<file path="config.mk">
export PLATFORM = sky130hd
export DESIGN_NAME = bin2bcd_seq
export DESIGN_NICKNAME = d
export VERILOG_FILES = /design/src/rtl/bin2bcd_seq.sv
export SDC_FILE = /design/constraint.sdc
export NUM_CORES = 1
export LEC_CHECK = 0
export CAP_MARGIN = 15
export CORE_MARGIN = 2
export CORE_UTILIZATION = 40
export CTS_BUF_LIST = sky130_fd_sc_hd__clkbuf_4 sky130_fd_sc_hd__clkbuf_8
export CTS_CLUSTER_SIZE = 28
export DETAILED_ROUTE_END_ITERATION = 8
export SYNTH_ARGS = -nofsm -noshare
export SYNTH_HDL_FRONTEND = slang
export SYNTH_SLANG_ARGS = --single-unit
</file>
<file path="constraint.sdc">
create_clock -name clk -period 2 [get_ports clk]
set_clock_uncertainty 0.1 [all_clocks]
set_input_delay 0.4 -clock clk [delete_from_list [all_inputs] [get_ports clk]]
set_output_delay 0.4 -clock clk [all_outputs]
set_load 0.01 [all_outputs]
</file>
<file path="src/rtl/bin2bcd_seq.sv">
// Sequential binary-to-BCD converter (shift-and-add-3), with optional two's-complement input.
// Start/busy/done handshake; bcd/neg are registered and hold until the next conversion completes.
module bin2bcd_seq #(
  parameter int unsigned W = 8,
  parameter int unsigned D = 3
) (
  input  logic           clk,
  input  logic           rst_n,
  input  logic           start,
  input  logic [W-1:0]   bin,
  input  logic           signed_mode,
  output logic           busy,
  output logic           done,
  output logic           neg,
  output logic [4*D-1:0] bcd
);

  localparam int unsigned CW   = $clog2(W + 1);
  localparam logic [CW-1:0] LAST = CW'(W - 1);
  localparam logic [CW-1:0] CONE = CW'(1);
  localparam logic [W-1:0]  WONE = W'(1);

  typedef enum logic [1:0] {IDLE, SHIFT, DONE} state_e;

  state_e         state_q;
  logic [W-1:0]   mag_q;
  logic [4*D-1:0] dig_q;
  logic [CW-1:0]  cnt_q;
  logic           neg_next_q;
  logic           busy_q, done_q, neg_q;
  logic [4*D-1:0] bcd_q;

  logic           is_neg;
  logic [W-1:0]   mag_in;
  logic [4*D-1:0] dig_d;
  logic [3:0]     nib;
  logic           carry;

  assign is_neg = signed_mode && bin[W-1];
  assign mag_in = is_neg ? (~bin + WONE) : bin;

  // Adjust and shift in one pass: each digit's MSB after add-3 carries into the next digit.
  always_comb begin
    dig_d = '0;
    nib   = '0;
    carry = mag_q[W-1];
    for (int unsigned i = 0; i < D; i++) begin
      nib = dig_q[4*i +: 4];
      if (nib >= 4'd5) nib = nib + 4'd3;
      dig_d[4*i +: 4] = {nib[2:0], carry};
      carry = nib[3];
    end
  end

  always_ff @(posedge clk) begin
    if (!rst_n) begin
      state_q    <= IDLE;
      mag_q      <= '0;
      dig_q      <= '0;
      cnt_q      <= '0;
      neg_next_q <= 1'b0;
      busy_q     <= 1'b0;
      done_q     <= 1'b0;
      neg_q      <= 1'b0;
      bcd_q      <= '0;
    end else begin
      case (state_q)
        IDLE: begin
          if (start) begin
            mag_q      <= mag_in;
            neg_next_q <= is_neg;
            dig_q      <= '0;
            cnt_q      <= '0;
            busy_q     <= 1'b1;
            state_q    <= SHIFT;
          end
        end
        SHIFT: begin
          dig_q <= dig_d;
          mag_q <= {mag_q[W-2:0], 1'b0};
          cnt_q <= cnt_q + CONE;
          if (cnt_q == LAST) begin
            bcd_q   <= dig_d;
            neg_q   <= neg_next_q;
            done_q  <= 1'b1;
            state_q <= DONE;
          end
        end
        DONE: begin
          done_q  <= 1'b0;
          busy_q  <= 1'b0;
          state_q <= IDLE;
        end
        default: state_q <= IDLE;
      endcase
    end
  end

  assign busy = busy_q;
  assign done = done_q;
  assign neg  = neg_q;
  assign bcd  = bcd_q;

endmodule

</file>
==> flow_metrics.tcl, run 1 <==
set metrics [dict create \
    cts_tree "yes" \
    setup_ws_ns 0.261 \
    cts_resized 0 \
    cts_hold_buf 0 \
    layout-drive-gt1-share_pct 9.65 \
    netlist_top_cells_area "dfxtp_1 (42%), a21oi_1 (5.3%), ha_1 (5.0%)" \
    slew_headroom_pct 79.1 \
    design.core.area_um2 4750 \
    synth_nets 250 \
    postCtsSetupRepairBufs 0 \
    p_seq_share_pct 55.2 \
    r2r_end "bcd[2]" \
    slew_viol_final 0 \
    cts_root_buf "clkbuf_8" \
    syn_area_per_cell_um2 8.67 \
    final_cells 326 \
    die_area_um2 5570 \
    yosysTopAreaCellShare_pct 42.2 \
    grt_start_max_net_pins 28 \
    placed_area_um2 2350 \
    fmax_mhz 575 \
    rsz0062_at_grt "no" \
    clock_sinks 42 \
    num_antenna_cells 0 \
    die_h_um 74.6 \
    internal_power_w 0.00120 \
    cts-htree-levels 2 \
    end_kind "flop" \
    num_rows 25 \
    fin_crit_sh_pct 86.9 \
    syn_area_um2 1990 \
    min_path_cells 2 \
    hold_path_class "flop to flop" \
    via_per_inst 5.16 \
    min-delay-start "mag_q[1]" \
    setup_viol 0 \
    power_w 0.00158 \
    first_global_vias 1621 \
    overflow 0 \
    async_flop_share_pct 0 \
    preCtsSetupSlack_ns 0.00111 \
    wl_um 4140 \
    crit_required_ns 2.12 \
    ys_types 42 \
    io_pins 27 \
    syn_to_final_growth_pct 22.1 \
    cts_made_buffers 5 \
    wire_per_inst_um 12.7 \
    seq_area_frac_synth_pct 42.2 \
    drtIter0Drc 44 \
    io_buffer_count 26 \
    grt_first_pass_wirelength_um 7330 \
    synthFlopType "dfxtp_1" \
    switching_power_w 0.000375 \
    worstSetupPathType "flop to flop" \
    fill_cells 490 \
    yosys_warnings 0 \
    start_kind "flop" \
    p_sw_share_pct 23.8 \
    p_per_area_nw_per_um2 647 \
    synth-edff-count 0 \
    drcViolationCount 0 \
    rr_startpoint "dig_q[0]" \
    cp_max_fo 5 \
    min_to "mag_q[2]" \
    hold_viol 0 \
    final.setup.tns_ns 0 \
    postLayoutCellArea_um2 2430 \
    rrSetupSlack_ns 0.26 \
    dp_hpwl_um 2870 \
    grt.total_usage_pct 17.1 \
    ys_ff_latch 42 \
    p_leak_nw 0.848 \
    clk_path_buf_depth 2 \
    drtAntennaViolNets 0 \
    place_inst 319 \
    insertion_delay_ns 0.29 \
    syn_inst 230 \
    num_vias 1683 \
    gp_congestion 0.736 \
    start_util_pct 41.9 \
    max-vdd-ir-drop_v 0.000351 \
    maxCapViolations 0 \
    comb_power_share_pct 10.8 \
    status "completed" \
    rr_worst_depth 6 \
    nets 279 \
    dr.pass1.iters 4 \
    finalCriticalPeriod_ns 1.74 \
    arrival_ns 1.86 \
    worst_slew_pin_slew_ns 0.314 \
    path_clk_slew_ns 0.07 \
    antenna_found_initial 0 \
    clkPwrFrac_pct 34.0 \
    yosysMostFrequentCell "dfxtp_1" \
    synth_top_cell_by_area "dfxtp_1" \
    synthTopCellsByCount "dfxtp_1 (42), a21oi_1 (21), nor2_1 (20), nand2_1 (16), nand3_1 (13)" \
    die_w_um 74.6 \
]
-- worst max-delay path by stage --
stage               cells past startpoint  slack (ns)      from       end
finish                                  6        0.26  dig_q[0]    bcd[2]
detailed placement                      5       0.001     start  mag_q[6]
global placement                        5        0.02     start  mag_q[2]
floorplan                               6        0.42     start  mag_q[3]
CTS                                     6        0.26  dig_q[0]    bcd[2]
global route                            6        0.09  dig_q[5]  dig_q[6]
-- logic make-up (layout without fill, tap and decap cells) --
family | Yosys count | after routing | synth area share (%)
simple gates | 81 | 81 | 20.8
compound gates | 64 | 64 | 20.2
flops | 42 | 42 | 42.2
buf+inv | 23 | 52 | 5.90
fa+ha+maj | 8 | 8 | 5.02
xor+xnor | 6 | 6 | 2.63
mux | 6 | 6 | 3.26
-- worst max-delay path: stages (launching register included) --
cell and delay, ns:
dfxtp_1 0.35, inv_1 0.10, ha_1 0.23, nand2b_1 0.09, a21oi_1 0.25, mux2_2 0.40
o22ai_1 0.14
-- placed cells by master (no fill, tap or decap), types with 3 or more instances in the layout --
master           instances
dfxtp_1                 42
clkdlybuf4s50_1         26
a21oi_1                 21
nor2_1                  20
nand2_1                 16
nand3_1                 13
o21ai_0                 11
inv_1                    9
o22ai_1                  9
ha_1                     8
buf_4                    7
a22oi_1                  6
nor3_1                   6
xnor2_1                  6
nor3b_1                  5
a211oi_1                 5
clkbuf_8                 5
nand2b_1                 4
mux2_2                   4
nor2b_1                  3
o21ai_1                  3
nand4b_1                 3
-- state kept, by name (all words and copies together), names as in the netlist --
name / count
neg_next_q: 1
neg: 1
dig_q: 12
mag_q: 8
bcd: 12
state_q: 2
busy: 1
cnt_q: 4
done: 1
-- power groups by stage --
stage / Clock (W) / Combinational, W / Sequential [W]
after floorplan: 0 / 0.000113 / 0.000886
after global placement: 0 / 0.000172 / 0.000889
after detailed placement: 0 / 0.000171 / 0.000889
after CTS: 0.000559 / 0.000172 / 0.000869
after global routing: 0.000591 / 0.000189 / 0.000872
final: 0.000536 / 0.000170 / 0.000870
-- area by class of cell --
cell class	count	area, µm²	share of cell area, %
clock buffer	7	83.8	3.44
tap	67	83.8	3.44
multi-input combinational	165	1040	42.5
inverter	10	37.5	1.54
sequential	42	841	34.5
timing repair buffer	35	353	14.5
-- layer usage --
layer / vias to the layer above / global-route usage, % / share of wire (%)
li1: 873 / - / -
met1: 777 / 21.2 / 48
met2: 28 / 28.9 / 47
met3: 5 / 4.55 / 3.4
met4: 0 / 5.75 / 1.4
met5: - / 0 / 0
-- metrics by stage --
stage,utilization [%],hold WS (ns)
global placement,49.4,0.346
floorplan,-,0.332
detailed placement,49.4,0.348
global route,51.2,0.372
CTS,51.2,0.356
finish,51.2,0.354
No activity file was read; power rests on OpenSTA's default activity.
==> run 2: changes to the inputs <==
--- a/config.mk
+++ b/config.mk
@@ -11,6 +11,7 @@
 export CTS_BUF_LIST = sky130_fd_sc_hd__clkbuf_4 sky130_fd_sc_hd__clkbuf_8
 export CTS_CLUSTER_SIZE = 28
 export DETAILED_ROUTE_END_ITERATION = 8
+export MAX_ROUTING_LAYER = met4
 export SYNTH_ARGS = -nofsm -noshare
 export SYNTH_HDL_FRONTEND = slang
 export SYNTH_SLANG_ARGS = --single-unit
==> run 2 against run 1 <==
Flip-flop and latch count unchanged. Largest cell class unchanged. Worst hold slack about the same. Critical path type unchanged. Sequential share of layout area unchanged. Clock power about the same. Sequential power about the same. Critical endpoint unchanged. Critical path depth unchanged. Register-to-register slack about the same. Fmax about the same.
==> flow_metrics.tcl, run 2 (synthesized netlist as in run 1, its figures left out) <==
set metrics [dict create \
    p_seq_share_pct 55.2 \
    cts-htree-levels 2 \
    slew_headroom_pct 79.1 \
    cts_tree "yes" \
    fmax_mhz 575 \
    crit_required_ns 2.12 \
    postCtsSetupRepairBufs 0 \
    cts_resized 0 \
    clk_path_buf_depth 2 \
    io_pins 27 \
    final_common_cell "dfxtp_1" \
    dr.pass1.iters 4 \
    end_kind "flop" \
    p_sw_share_pct 23.8 \
    drtIter0Drc 44 \
    nets 279 \
    grt.total_usage_pct 17.7 \
    antenna_found_initial 0 \
    fin_crit_sh_pct 86.9 \
    num_vias 1683 \
    clock_sinks 42 \
    drcViolationCount 0 \
    start_kind "flop" \
    arrival_ns 1.86 \
    design.core.area_um2 4750 \
    grt_start_max_net_pins 28 \
    gp_congestion 0.745 \
    cts_hold_buf 0 \
    start_util_pct 41.9 \
    hold_path_class "flop to flop" \
    max-vdd-ir-drop_v 0.000351 \
    slew_viol_final 0 \
    final_cell_mix "dfxtp_1 (42), clkdlybuf4s50_1 (26), a21oi_1 (21), nor2_1 (20), nand2_1 (16)" \
    via_per_inst 5.16 \
    p_leak_nw 0.848 \
    path_clk_slew_ns 0.07 \
    finalCriticalPeriod_ns 1.74 \
    die_h_um 74.6 \
    rr_startpoint "dig_q[0]" \
    internal_power_w 0.00120 \
    drtAntennaViolNets 0 \
    p_per_area_nw_per_um2 647 \
    setup_viol 0 \
    die_w_um 74.6 \
    rsz0062_at_grt "no" \
    fill_cells 490 \
    final_util_pct 51.2 \
    num_rows 25 \
    overflow 0 \
    grt_first_pass_wirelength_um 7330 \
    status "completed" \
    hold_viol 0 \
    clkPwrFrac_pct 34.0 \
    wire_per_inst_um 12.7 \
    worst_slew_pin_slew_ns 0.314 \
    final.setup.tns_ns 0 \
    die_area_um2 5570 \
    wl_um 4140 \
    insertion_delay_ns 0.29 \
    worstSetupPathType "flop to flop" \
    maxCapViolations 0 \
    rrSetupSlack_ns 0.26 \
    min-delay-start "mag_q[1]" \
    crit_start "dig_q[0]" \
    switching_power_w 0.000375 \
    dp_hpwl_um 2870 \
    cts_root_buf "clkbuf_8" \
    first_global_vias 1621 \
    num_antenna_cells 0 \
    cts_made_buffers 5 \
    comb_power_share_pct 10.8 \
    io_buffer_count 26 \
    timing.hold.ws_ns 0.354 \
    syn_to_final_growth_pct 22.1 \
    layout-drive-gt1-share_pct 9.65 \
    cp_max_fo 5 \
]
[run 2: cell counts in the layout (fill, tap and decap cells not counted)]
Identical to the previous run, type by type.
[run 2: final cells by class]
type	instances	area [µm²]	share of cell area, %
timing repair buffer	35	353	14.5
inverter	10	37.5	1.54
tap	67	83.8	3.44
multi-input combinational	165	1040	42.5
clock buffer	7	83.8	3.44
sequential	42	841	34.5
[run 2: critical path, cell delays in order (launching register included)]
cell,delay [ns]
dfxtp_1,0.35
inv_1,0.10
ha_1,0.23
nand2b_1,0.09
a21oi_1,0.25
mux2_2,0.40
o22ai_1,0.14
[run 2: power by group through the flow]
stage	clock network, W	logic, W	registers (W)
6_report	0.000536	0.000170	0.000870
5_1_grt	0.000591	0.000189	0.000872
4_1_cts	0.000559	0.000172	0.000869
3_5_place_dp	0	0.000171	0.000889
3_3_place_gp	0	0.000172	0.000889
2_1_floorplan	0	0.000113	0.000886
[run 2: through the flow]
step	total power [W]	cell area, µm²	cells	worst slack, ns
floorplan	0.000999	1990	230	0.421
global placement	0.00106	2350	319	0.0218
detailed placement	0.00106	2350	319	0.00111
CTS	0.00160	2430	326	0.264
global route	0.00165	2430	326	0.0919
finish	0.00158	2430	326	0.261
[run 2: final timing paths]
| check | to | cells after the start |
|---|---|---|
| max | bcd[2] | 6 |
| min | mag_q[2] | 2 |
| max reg2reg | bcd[2] | 6 |
| min reg2reg | mag_q[2] | 2 |
[run 2: layer usage]
layer | vias to the layer above | global-route usage [%] | part of all wire, %
met3 | 5 | 4.55 | 3.4
met1 | 777 | 21.2 | 48
met4 | 0 | 5.75 | 1.4
met2 | 28 | 28.9 | 47
li1 | 873 | - | -
met5 | - | - | 0
==> variant 1 (settings of run 1) <==
Reset style: asynchronous (`rst_n`), changed in one clocked block.
--- a/src/rtl/bin2bcd_seq.sv
+++ b/src/rtl/bin2bcd_seq.sv
@@ -52,7 +52,7 @@
     end
   end
 
-  always_ff @(posedge clk) begin
+  always_ff @(posedge clk or negedge rst_n) begin
     if (!rst_n) begin
       state_q    <= IDLE;
       mag_q      <= '0;
Check against the original RTL: differs if rst_n is asserted again (counterexample within 4 cycles, from zero or initial values and one cycle with rst_n low); with rst_n held inactive, the same outputs for 10 cycles.
==> variant 1 against run 1 <==
  * Setup slack improved by 5.4 ps
  * Critical endpoint is now bcd[9]
  * Sequential share of layout area rose by 6.8 points
  * Critical path depth fell by 2
  * Sequential cell count did not move
  * Core utilization fell by 0.79 points
  * Worst hold slack improved by 35 ps
  * Critical path type unchanged
  * Area after synthesis rose by 3.6%
  * Wire length fell by 5.7%
  * Final area rose by 4.4%
Power is not compared: it rests on default switching activity, and its combinational part moved more than twofold at a synthesized area within 25%.
==> variant 1: results (changes against run 1) <==
| Metric | Value |
|---|---|
| Pin count of the biggest net entering global routing | 43 (+54%) |
| Met3 Use GR | 3.968% (-0.58 points) |
| Placed Area | 0.002437 mm^2 (+3.7%) |
| # rows | 26 (+4.0%) |
| Reg2reg end | bcd[9] |
| CP max FO | 20 (+15) |
| Drt wl/cell | 13.27 um (+4.6%) |
| Number of DRC markers in iteration 0 | 67 (+52%) |
| Post-CTS setup buffers | 0 (unchanged) |
| Multi-input logic area | 940.9 um^2 (-9.2%) |
| Worst R2R Path Depth | 4 (-2) |
| Crit path max-delay family | simple AND/OR/NAND/NOR gates |
| Syn Nets | 208 (-17%) |
| Fill cells | 455 (-7.1%) |
| Multi-input gates | 130 (-21%) |
| Crit. End Element | flip-flop |
| Placed Cells | 285 (-11%) |
| Total power | a little over 4 mW |
| WL met1 | 2.015 mm (+1.1%) |
| Normalized max-slew margin | 76.95% (-2.1 points) |
| Worst vdd ir | 0.0007749 V |
| CP arrival | 1810 ps (-50 ps) |
| Hold Slack | 389.1 ps (+35.04 ps) |
| Total Routing Usage GR | 15.40% (-1.7 points) |
| FF-to-FF Start | cnt_q[0] |
| Outcome | complete, no violations |
| DR vias | 1450 (-14%) |
| First-pass GRT wire length | 6.596 mm (-10%) |
| Main area contributors after synthesis | dfrtp_1 (51%), mux2_4 (5.8%), ha_1 (4.8%), xnor2_1 (3.4%), a22o_1 (3.0%) |
| Yosys cell types | 36 (-14%) |
| Vias in the first global route | 1397 (-14%) |
| Nets@finish | 243 (-13%) |
| Sequential fraction of the synthesis area | 50.85% (+8.7 points) |
| Dpl hpwl | 2.739 mm (-4.6%) |
| Non-Clock Buffer Count | 34 (-2.9%) |
| Metal2 WL | 1.713 mm (-12%) |
| Reg area | 0.001051 mm^2 (+25%) |
| Commonest cells in the netlist | dfrtp_1 (42), a21oi_1 (12), nand2_1 (12), nor2_1 (12), o21ai_0 (12) |
| Num CTS Buffers | 5 (unchanged) |
| Hold Crit Start | done |
| Final GP Congestion | 0.7178 (-2.5%) |
| Final WL | 3.900 mm (-5.7%) |
| Met3 wire length | 123 um (-12%) |
| Antenna violations before repair | 0 (unchanged) |
| Ys async rst share | 100.0% (+100 points) |
| Slowest cell on the critical path | dfrtp_1 |
| GR Util met2 | 22.22% (-6.7 points) |
| Hold-fix buffers, CTS | 1 (+1) |
| Post-Syn Instances | 188 (-18%) |
| Hold path endpoint | done |
| Clk tree area frac | 3.740% (+0.30 points) |
-- variant 1: cell types whose count changed in the layout (fill, tap and decap cells not counted), sizes merged, moves of 5 or more --
| cell | run 1 | this run |
|---|---|---|
| nand2 | 17 | 12 |
| o22ai | 9 | 2 |
| dfxtp | 42 | 0 |
| nand3 | 13 | 1 |
| a211oi | 5 | 0 |
| a21oi | 21 | 12 |
| dfrtp | 0 | 42 |
| a22o | 0 | 7 |
| nor2 | 20 | 12 |
-- variant 1: metrics by stage --
stage / utilization (%) / setup WS (ps)
3_3_place_gp: 48.34 / 143.5
5_1_grt: 50.42 / 158.0
2_1_floorplan: - / 443.7
6_report: 50.42 / 266.6
4_1_cts: 50.42 / 241.3
3_5_place_dp: 48.34 / 113.1
-- variant 1: logic make-up (layout without fill, tap and decap cells) --
logic type	Yosys count	after routing	share of synthesized area, %
mux	13	13	8.233
flops	42	42	50.85
buf+inv	16	52	3.632
simple gates	48	48	12.29
fa+ha+maj	8	8	4.843
compound gates	53	53	16.77
xor+xnor	8	8	3.390
==> variant 2 (settings of run 1) <==
Made on the original files. Change the parameter `D` from 3 to 6.
--- a/src/rtl/bin2bcd_seq.sv
+++ b/src/rtl/bin2bcd_seq.sv
@@ -2,7 +2,7 @@
 // Start/busy/done handshake; bcd/neg are registered and hold until the next conversion completes.
 module bin2bcd_seq #(
   parameter int unsigned W = 8,
-  parameter int unsigned D = 3
+  parameter int unsigned D = 6
 ) (
   input  logic           clk,
   input  logic           rst_n,
Ports: changed (resized bcd); port bits go from 27 to 39. No check against the original RTL was run, so the function may have changed too.
==> variant 2 against run 1 <==
  * Clock power rose by 120%
  * Wire length rose by 61%
  * Sequential cell count rose by 24
  * Count of clock-buffer cells in the layout rose by 7
  * Largest power group unchanged
  * Critical path depth fell by 1
  * Final area rose by 59%
  * Area after synthesis rose by 53%
  * Setup slack got worse by 38 ps
  * Power rose by 71%
==> variant 2: results (changes against run 1) <==
| Metric | Value |
|---|---|
| Pin count of the biggest net entering global routing | 37 (+32%) |
| Outcome | complete, no violations |
| Worst-skew pair later-pin latency | 340 ps (+50 ps) |
| Worst vdd ir | 0.0003245 V (-7.5%) |
| Post-synthesis compound-gate area fraction | 20.07% (-0.13 points) |
| Slowest cell on the critical path | clkdlybuf4s50_1 |
| CLK BUF | 14 (+7) |
| Multi-input gates | 260 (+58%) |
| Commonest cells in the netlist | dfxtp_1 (66), nand2_1 (40), nor2_1 (35) |
| Dpl hpwl | 4.629 mm (+61%) |
| Main area contributors after synthesis | dfxtp_1 (43%), ha_1 (5.8%), a21oi_1 (4.9%), nand2_1 (4.9%), o21ai_0 (4.6%) |
| Nets@finish | 436 (+56%) |
| Syn Nets | 388 (+55%) |
| Final WL | 6.674 mm (+61%) |
| First-pass GRT wire length | 11.39 mm (+55%) |
| Fill cells | 731 (+49%) |
| Met1 Use GR | 21.57% (+0.32 points) |
| Multi-input logic area | 0.001579 mm^2 (+52%) |
| Antenna violations before repair | 0 (unchanged) |
| Synthesis-stage register bit count | 66 (+57%) |
| CP max FO | 4 (-1) |
| Share of cells above drive strength 1 | 10.60% (+0.95 points) |
| Routed Antenna Nets | 0 (unchanged) |
| XOR/XNOR Fraction of Synth Area | 2.590% (-0.044 points) |
| Pleak | 1.334 nW (+57%) |
| Num CTS Buffers | 9 (+4) |
| Dpl ws | -113.8 ps (-114.9 ps) |
| Sequential fraction of the synthesis area | 43.42% (+1.3 points) |
| Yosys cell types | 39 (-7.1%) |
| Critical Path Max Stage Delay | 440 ps (+40 ps) |
| Clk tree area frac | 5.410% (+2.0 points) |
| Ys async rst share | 0% (unchanged) |
| Met3 Use GR | 3.568% (-0.98 points) |
| Sequential cell area share | 34.21% (-0.32 points) |
| Non-clock buffer share | 14.64% (+0.15 points) |
| GR Util met2 | 27.84% (-1.1 points) |
| CP arrival | 1940 ps (+80 ps) |
| WL met1 | 3.287 mm (+65%) |
| Nonclk inv count | 17 (+7) |
| Htree depth | 3 (+1) |
| Cts repair resizes | 0 (unchanged) |
| Post-synthesis mux area share | 3.248% (-0.014 points) |
| Non-Clock Buffer Count | 56 (+60%) |
| Met3 wire length | 215 um (+55%) |
| Total Routing Usage GR | 17.08% (-0.036 points) |
| DR vias | 2626 (+56%) |
| Vias in the first global route | 2472 (+52%) |
| Adder-cell share of the synthesized area | 5.757% (+0.74 points) |
| Number of DRC markers in iteration 0 | 88 (+100%) |
| Port Buffer Count | 38 (+46%) |
| Metal2 WL | 3.033 mm (+56%) |
| Crit path max-delay family | simple AND/OR/NAND/NOR gates |
| Worst-Margin Slew | 430.3 ps (+116.2 ps) |
| Final GP Congestion | 0.8290 (+13%) |
## variant 2: cell types whose count changed after synthesis, sizes merged, moves of 7 or more
cell and delta:
dfxtp +24, nand2 +23, nor2 +15, o21ai +14
a21oi +9, inv +8, clkbuf +7
## variant 2: stage by stage
step                      util [%]  instance area [um^2]  instances
after floorplan                  -                  3043        362
after global placement       50.10                  3654        498
after detailed placement     50.10                  3654        498
after CTS                    52.97                  3862        514
after global routing         52.97                  3862        514
final                        52.97                  3862        514
## variant 2: worst paths after layout
check | startpoint | end | slack (ps) | cells after the start
worst max register to register | cnt_q[0] | bcd[23] | 280 | 6
worst min-delay path | dig_q[21] | dig_q[21] | 350 | 2
worst min register to register | dig_q[21] | dig_q[21] | 350 | 2
worst max-delay path | bin[1] | mag_q[7] | 220 | 5
## variant 2: power breakdown
part           switching, mW  leakage, nW  internal (mW)
Sequential            0.0126        0.533           1.33
Combinational          0.102        0.690         0.0886
Clock                  0.481        0.111          0.685
Total                  0.596         1.33           2.10
